File: src/rtl/rv_regfile_pkg.sv
// Shared register-file write-side types: widths and the queued writeback entry.
package rv_regfile_pkg;

    localparam int unsigned XLEN     = 64;
    localparam int unsigned AW       = 5;
    localparam int unsigned NUM_REGS = 32;

    localparam logic [AW-1:0] ZERO_REG = AW'(0);

    typedef struct packed {
        logic [AW-1:0]   rd;
        logic [XLEN-1:0] data;
    } wb_entry_t;

endpackage

File: src/rtl/regfile_wq_match.sv
// Youngest-match search over the output stage plus the live queue entries for one read port.
module regfile_wq_match
    import rv_regfile_pkg::*;
#(
    parameter int unsigned DEPTH = 4
) (
    input  wb_entry_t                      out_i,
    input  logic                           out_valid_i,
    input  wb_entry_t                      mem_i [DEPTH],
    input  logic [$clog2(DEPTH)-1:0]       rd_ptr_i,
    input  logic [$clog2(DEPTH+1)-1:0]     count_i,
    input  logic [AW-1:0]                  rs_i,
    output logic                           hit_o,
    output logic [XLEN-1:0]                data_o
);

    localparam int unsigned PW = $clog2(DEPTH);
    localparam int unsigned CW = $clog2(DEPTH+1);

    // Scan oldest to youngest so a later match overrides an earlier one.
    always_comb begin
        hit_o  = 1'b0;
        data_o = '0;
        if (rs_i != ZERO_REG) begin
            if (out_valid_i && (out_i.rd == rs_i)) begin
                hit_o  = 1'b1;
                data_o = out_i.data;
            end
            for (int unsigned k = 0; k < DEPTH; k++) begin
                if ((CW'(k) < count_i) && (mem_i[rd_ptr_i + PW'(k)].rd == rs_i)) begin
                    hit_o  = 1'b1;
                    data_o = mem_i[rd_ptr_i + PW'(k)].data;
                end
            end
        end
    end

endmodule

File: src/rtl/regfile_write_queue.sv
// Writeback FIFO in front of the register file write port, with read-port forwarding
// of pending values so readers never observe a stale register.
module regfile_write_queue
    import rv_regfile_pkg::*;
#(
    parameter int unsigned DEPTH = 4
) (
    input  logic                         clk,
    input  logic                         reset,
    input  logic                         wb_valid,
    output logic                         wb_ready,
    input  logic [AW-1:0]                wb_rd,
    input  logic [XLEN-1:0]              wb_data,
    input  logic                         rf_hold,
    output logic [AW-1:0]                RD,
    output logic [XLEN-1:0]              WriteData,
    output logic                         RegWrite,
    input  logic [AW-1:0]                RS1,
    input  logic [AW-1:0]                RS2,
    output logic                         fwd1_hit,
    output logic [XLEN-1:0]              fwd1_data,
    output logic                         fwd2_hit,
    output logic [XLEN-1:0]              fwd2_data,
    output logic [$clog2(DEPTH+1)-1:0]   count
);

    localparam int unsigned PW = $clog2(DEPTH);
    localparam int unsigned CW = $clog2(DEPTH+1);

    wb_entry_t       mem_q [DEPTH];
    logic [PW-1:0]   wr_ptr_q, wr_ptr_d;
    logic [PW-1:0]   rd_ptr_q, rd_ptr_d;
    logic [CW-1:0]   count_q, count_d;
    wb_entry_t       out_q, out_d;
    logic            regwrite_q, regwrite_d;
    logic            push_c, pop_c;

    assign wb_ready = (count_q != CW'(DEPTH));
    // Writes to x0 complete the handshake but never occupy a slot.
    assign push_c   = wb_valid && wb_ready && (wb_rd != ZERO_REG);
    assign pop_c    = (count_q != CW'(0)) && !rf_hold;

    always_comb begin
        wr_ptr_d   = wr_ptr_q;
        rd_ptr_d   = rd_ptr_q;
        count_d    = count_q;
        out_d      = out_q;
        regwrite_d = 1'b0;
        if (push_c) begin
            wr_ptr_d = wr_ptr_q + PW'(1);
        end
        if (pop_c) begin
            rd_ptr_d   = rd_ptr_q + PW'(1);
            out_d      = mem_q[rd_ptr_q];
            regwrite_d = 1'b1;
        end
        case ({push_c, pop_c})
            2'b10:   count_d = count_q + CW'(1);
            2'b01:   count_d = count_q - CW'(1);
            default: count_d = count_q;
        endcase
    end

    always_ff @(posedge clk or posedge reset) begin
        if (reset) begin
            wr_ptr_q   <= '0;
            rd_ptr_q   <= '0;
            count_q    <= '0;
            out_q      <= '0;
            regwrite_q <= 1'b0;
            mem_q      <= '{default: '0};
        end else begin
            wr_ptr_q   <= wr_ptr_d;
            rd_ptr_q   <= rd_ptr_d;
            count_q    <= count_d;
            out_q      <= out_d;
            regwrite_q <= regwrite_d;
            if (push_c) begin
                mem_q[wr_ptr_q] <= '{rd: wb_rd, data: wb_data};
            end
        end
    end

    assign RD        = out_q.rd;
    assign WriteData = out_q.data;
    assign RegWrite  = regwrite_q;
    assign count     = count_q;

    regfile_wq_match #(.DEPTH(DEPTH)) u_match_rs1 (
        .out_i       (out_q),
        .out_valid_i (regwrite_q),
        .mem_i       (mem_q),
        .rd_ptr_i    (rd_ptr_q),
        .count_i     (count_q),
        .rs_i        (RS1),
        .hit_o       (fwd1_hit),
        .data_o      (fwd1_data)
    );

    regfile_wq_match #(.DEPTH(DEPTH)) u_match_rs2 (
        .out_i       (out_q),
        .out_valid_i (regwrite_q),
        .mem_i       (mem_q),
        .rd_ptr_i    (rd_ptr_q),
        .count_i     (count_q),
        .rs_i        (RS2),
        .hit_o       (fwd2_hit),
        .data_o      (fwd2_data)
    );

endmodule

File: config.mk
export PLATFORM = sky130hd
export DESIGN_NAME = regfile_write_queue
export DESIGN_NICKNAME = d
export VERILOG_FILES = /design/src/rtl/rv_regfile_pkg.sv /design/src/rtl/regfile_wq_match.sv /design/src/rtl/regfile_write_queue.sv
export SDC_FILE = /design/constraint.sdc
export NUM_CORES = 2
export LEC_CHECK = 0
export CELL_PAD_IN_SITES_DETAIL_PLACEMENT = 1
export CELL_PAD_IN_SITES_GLOBAL_PLACEMENT = 2
export CORE_UTILIZATION = 39
export DETAILED_ROUTE_END_ITERATION = 16
export GPL_TIMING_DRIVEN = 0
export PLACE_DENSITY = 0.78
export SYNTH_ARGS = -nofsm -noshare
export SYNTH_HDL_FRONTEND = slang
export SYNTH_SLANG_ARGS = --single-unit
File: constraint.sdc
create_clock -name clk -period 15.7 [get_ports clk]
set_input_delay 1.57 -clock clk [delete_from_list [all_inputs] [get_ports clk]]
set_output_delay 1.57 -clock clk [all_outputs]
set_load 0.01 [all_outputs]
# Yosys cells after proc, flatten, opt, wreduce, memory -nomap -nowiden
# Cells that the tools add are included.
# Widths: inputs -> output; s select.
# op_classes
bitwise_logic	5
mux	41
eq_ne	13
order_cmp	10
n_addsub	6
n_reduce_logical	20
# ops
cell	n
$mux 64	12
$mux 69	9
$bmux 69 s2	4
$bwmux 276	1
$demux 69 s2	1
$eq 5x5->1	10
$ge 3x3->1 const B	5
$not 2->3	5
$reduce_bool 5->1	3
$logic_and 1x1->1	14
$mux 1	13
$lt 1x3->1 const A	2
$lt 2x3->1 const A	2
$pmux 3 s2	1
$add 2x1->2 const B	2
$add 2x2->2 const B	2
$add 3x1->3 const B	1
$lt 3x1->1 const B	1
$ne 3x3->1 const B	1
$reduce_bool 3->1	1
$sub 3x1->3 const B	1
$eq 2x1->1 const B	1
$eq 2x2->1 const B	1
$reduce_bool 2->1	1
$logic_not 1->1	1
# totals
regBits	353
word_cells	109
in_bits	83
output_inout_bits	204

# Logic depth before layout (Yosys ltp)
# logic_depth
depth_word	11
ltp_mapped	11
depth_no_buf	10

# Cells and area by module
# A second synthesis with hierarchy kept.
# hier_totals
cells_unflattened	3544
area_unflattened_um2	34045.2
# modules_own_cells
module	area_per_inst_um2	cells_each	seq_area_each_um2	instances
regfile_wq_match	9591.7	1344	0.0	2
regfile_write_queue	14861.8	856	8833.5	1

# Worst setup path after synthesis
# No wires, ideal clock.
# synth_path
path_type	input to output
start	in RS2[0]
end	out fwd2_data[10]
t_arrival_ps	3392
path_slack_ps	10738
stages	8
path_buffers	2
required_ps	14130
path_cell_list	clkbuf_1 > xor2_1 > nor4_1 > nand3_1 > a21oi_2 > clkbuf_1 > a221oi_1 > o31ai_1
# synth_via
elab_chain_len	8
word_cells_on_any_way	17
classes_between	eq/ne (5); mux (6); reduce/logical (6)
# synth_rtl
item	line	text
start: declaration	regfile_write_queue.sv:19	input logic [AW-1:0] RS2,
$eq 5x5->1	regfile_wq_match.sv:25	if (out_valid_i && (out_i.rd == rs_i)) begin
$logic_and 1x1->1	regfile_wq_match.sv:25	
$mux 64	regfile_wq_match.sv:25	
$mux 64 (4 in series)	regfile_wq_match.sv:30	if ((CW'(k) < count_i) && (mem_i[rd_ptr_i + PW'(k)].rd == rs_i)) begin
$mux 64 *	regfile_wq_match.sv:24	if (rs_i != ZERO_REG) begin
end: declaration	regfile_write_queue.sv:23	output logic [XLEN-1:0] fwd2_data,
# Mark *: on every way between the ends. The rest lies on a longest branch, timed or not.

# Final worst setup path
# layout_path
start	in RS1[2]
end	out fwd1_data[17]
# layout_via
elab_chain_len	8
word_cells_on_any_way	17
classes_between	eq/ne (5); mux (6); reduce/logical (6)
# layout_rtl
item	line	text
start: declaration	regfile_write_queue.sv:18	input logic [AW-1:0] RS1,
$eq 5x5->1	regfile_wq_match.sv:25	
$logic_and 1x1->1	regfile_wq_match.sv:25	
$mux 64	regfile_wq_match.sv:25	
$mux 64 (4 in series)	regfile_wq_match.sv:30	
$mux 64 *	regfile_wq_match.sv:24	
end: declaration	regfile_write_queue.sv:21	output logic [XLEN-1:0] fwd1_data,
# Marked as above.

==> impl_summary.log <==
[metrics] Yosys reg bits: roughly 350
[metrics] Total Power Consumption: approximately 8 mW
[metrics] placement-stage worst setup slack: approximately 8.8 ns
[metrics] Seq pwr share: 0.245
[metrics] total internal power: about 4.5 mW
[metrics] routed wire length: about 110000 microns
[metrics] first-pass GRT wire length: 157000 microns
[metrics] hold buffer count at cts: 0
[metrics] maximum number of pins on one net before global-route repair: approximately 130
[metrics] share of the core filled with cells in the final layout: 0.481
[metrics] status: completed
[metrics] via count of the first global-routing pass: about 24000
[metrics] number of buffer cells added on primary ports: between 200 and 300
[metrics] CP Class: in2out
[metrics] max_cap viols: 0
[metrics] Post-Route Hold Slack: 0.534 ns
[metrics] buffers from clock root to sink, at most: 3
[metrics] maximum VDD drop: 0.000107 V
[metrics] Pre-Repair DR Iteration Count: 6
[metrics] combinational share of power: 0.625
[metrics] most used cells in the layout excluding fill and tap cells: sky130_fd_sc_hd__dfrtp_1, sky130_fd_sc_hd__mux2_2, sky130_fd_sc_hd__clkdlybuf4s50_1
[metrics] cell repeated most along the worst path: sky130_fd_sc_hd__clkbuf_1
[metrics] syn nets: between 2000 and 2500
[metrics] number of antenna-violating nets in the routed design: 0
[metrics] initial core utilization: 0.397
[metrics] per-cell routed wire length: between 30 and 40 microns
[metrics] met2 WL: between 50000 and 60000 microns
[metrics] number of enable-type register cells in the synthesized netlist: 0
[metrics] worst setup margin: approximately 8.5 ns
[metrics] leakage power: 11.6 nW
[metrics] mean instance size in the synthesized netlist: around 12 sq um
[metrics] switch share: 0.443
[metrics] arrival time worst endpoint: 5.61 ns
[metrics] cell area reported after detailed placement: 29100 sq um
[metrics] Detailed Route Iter0 Violations: approximately 2200
[metrics] Cell Chain, Critical Path: clkbuf_1, xor2_1, nor4_1, nand3_1, a21oi_2, clkbuf_1, a221oi_1, o31ai_1, clkdlybuf4s50_1
[metrics] chip height: 256 microns
[metrics] post-detailed-route DRC marker count: 0
[metrics] largest fanout on the critical path: 10
[metrics] share of flip-flops with an asynchronous set or reset: 1.00
[metrics] mux contribution to synthesized area: 0.367
[metrics] final cell area excluding filler cells: around 31000 sq um
[metrics] met3 wirelength from detailed routing: slightly above 9000 microns
[metrics] combined global-route utilization of all metal layers: 0.320
[metrics] transition time at the pin with the least slew margin: about 1.3 ns
[metrics] clock root cell: sky130_fd_sc_hd__clkbuf_16
[metrics] post-synthesis share of cell area spent on and, or, nand and nor gates: 0.0765
[metrics] CTS clock-pin slew for the worst setup and hold paths: roughly 0.060 ns
[metrics] biggest cell delay along the critical path: between 0.9 and 1 ns
[metrics] part of the power in the clock network: 0.130
[metrics] commonest non-fill, non-tap cell in the layout: sky130_fd_sc_hd__dfrtp_1
[metrics] main combinational cell family by area after synthesis: multiplexers
[metrics] adder-cell share of the synthesized area: 0.00446
[metrics] fmax: 139 MHz
[metrics] top routing layer used: met5
[metrics] count of pins over their slew limit: 0
[metrics] cell class contributing the biggest share of worst-path delay: compound AO/OA/AOI/OAI gates
[metrics] summed instance area of the synthesized netlist: roughly 25000 sq um
[metrics] CTS tree: built
[metrics] Pwr per Cell Area: ~260 nW/um^2
[metrics] latest clock arrival within the worst-skew pair: around 0.59 ns
[metrics] worst hold path type: reg2reg
[metrics] Gates resized, CTS repair: 0
[metrics] ratio of cells with drive above 1 in the final layout: 0.323
[metrics] data required time of the critical path: between 10 and 15 ns
[metrics] Crit path buffers/inverters: 3
[metrics] Synth Warn #: 0
[metrics] buffers inserted during post-CTS setup optimization: 0
[metrics] die span in x: between 200 and 300 microns
[metrics] area growth from synthesis to layout: 21.2%
[metrics] Net count, final: between 2000 and 2500
[metrics] number of distinct standard cells referenced by the synthesized netlist: 53
[metrics] prevailing post-synth register cell: sky130_fd_sc_hd__dfrtp_1
[metrics] Final Hold Vio Count: 0
[metrics] number of top-level pins: approximately 290
[metrics] Overflow after GRT: 0
[metrics] number of clock sinks: between 300 and 400
[metrics] floorplan die area: between 60000 and 70000 sq um
[metrics] number of instances in the synthesized netlist: 2059
[metrics] Placement Rows: 92
[metrics] kind of launch point of the worst setup path: primary input
[metrics] number of buffers added by the clock tree synthesis step: 43
[metrics] Net Sw Power: between 3 and 4 mW
[metrics] Fin Clk Skew: 0.0181 ns
[metrics] CORE AREA: roughly 64000 sq um
[metrics] Rel. slew slack: 0.133
[metrics] RSZ-0062 raised after global routing: no
[metrics] post-route clock period utilization: 0.457
[metrics] total of endpoints with negative setup slack in the final report: 0
[metrics] routability congestion estimate: roughly 0.85
[metrics] antenna violations before repair: 3
[metrics] cell type of the slowest stage on the worst timing path: sky130_fd_sc_hd__a21oi_2
[metrics] final critical delay including setup and external delays: around 7.2 ns
[metrics] Synth Area in Compound Gates: 0.135
[metrics] Final HPWL DP: 73000 microns
[metrics] kind of end point of the critical path: output port
[metrics] share of the synthesized netlist area taken by xor and xnor gates: 0.0194
[metrics] total routed wire length on the met1 layer: 41500 microns
[metrics] via total after detailed routing: ~22000
[metrics] proportion of synthesized chip area in sequential cells: 0.350
[metrics] H-tree lvl count: 2
[metrics] average via count per standard cell: ~7
[cells by family (layout without fill, tap and decap cells)]
logic type | count (synthesis) | in the layout
compound gates | 400 | 400
mux | 571 | 571
xor+xnor | 56 | 56
buf+inv | 235 | 591
other cells | 0 | 2
simple gates | 435 | 435
fa+ha+maj | 9 | 9
flops | 353 | 353
[worst paths after layout]
check | start | to | slack [ns] | cells after the start
worst max-delay path | RS1[2] | fwd1_data[17] | 8.52 | 9
worst max register to register | count[0] | mem_q[78] | 12.02 | 9
max in group asynchronous | reset | WriteData[27] | 12.94 | 3
min in group asynchronous | reset | WriteData[5] | 1.55 | 2
worst min-delay path | mem_q[9] | mem_q[9] | 0.53 | 1
worst min register to register | mem_q[9] | mem_q[9] | 0.53 | 1
[sequential cells by signal, summed over array words and instances (netlist names)]
register,cells
WriteData,64
wr_ptr_q,2
RD,5
count,3
RegWrite,1
mem_q,276
rd_ptr_q,2
[layer usage]
layer  GRT usage  vias up
met5           0        -
met4       0.137        2
met3      0.0547      265
met2       0.522     1380
met1       0.419    11700
li1            -     8942
[metrics by stage]
| step | TNS (ns) | cells |
|---|---|---|
| CTS | 0 | 3261 |
| floorplan | 0 | 2059 |
| detailed placement | 0 | 3183 |
| global placement | -11.01 | 3181 |
| global route | 0 | 3263 |
| finish | 0 | 3263 |
[cell usage after synthesis (3+ instances only)]
library cell               count  area, sq um
sky130_fd_sc_hd__mux2i_1      39          390
sky130_fd_sc_hd__nand2_1     221          830
sky130_fd_sc_hd__mux2_2      276         3110
sky130_fd_sc_hd__a32oi_1     126         1100
sky130_fd_sc_hd__nor3_1       47          235
sky130_fd_sc_hd__nand3_1       3         15.0
sky130_fd_sc_hd__o31ai_1     127          953
sky130_fd_sc_hd__buf_1        45          169
sky130_fd_sc_hd__dfrtp_1     353         8830
sky130_fd_sc_hd__xor2_1       31          272
sky130_fd_sc_hd__or2_2        44          275
sky130_fd_sc_hd__buf_2        70          350
sky130_fd_sc_hd__nor2_1       96          360
sky130_fd_sc_hd__ha_1          9          113
sky130_fd_sc_hd__and2_1        4         25.0
sky130_fd_sc_hd__a21oi_1       4         20.0
sky130_fd_sc_hd__a221oi_1    118         1030
sky130_fd_sc_hd__buf_4        11         82.6
sky130_fd_sc_hd__a221oi_2     10          150
sky130_fd_sc_hd__xnor2_1      25          219
sky130_fd_sc_hd__mux4_2      256         5770
sky130_fd_sc_hd__clkbuf_1     77          289
sky130_fd_sc_hd__buf_6        23          259
sky130_fd_sc_hd__inv_1         7         26.3
[power groups by stage]
stage / clock [mW] / sequential [mW] / combinational (mW)
finish: 1.05 / 1.97 / 5.02
global route: 1.09 / 2.03 / 5.29
CTS: 1.06 / 1.94 / 4.98
detailed placement: 0 / 1.95 / 4.95
global placement: 0 / 1.88 / 4.84
floorplan: 0 / 1.78 / 3.27
[cell type report]
class	instances	area (sq um)
Tap cell	846	1060
Inverter	8	37.5
Buffer	227	1160
Antenna cell	2	5.00
Fill cell	6647	33000
Sequential cell	353	8830
Clock inverter	15	159
Clock buffer	63	1290
Timing Repair Buffer	278	2820
Multi-Input combinational cell	1471	15200
No activity file was read; power rests on OpenSTA's default activity.
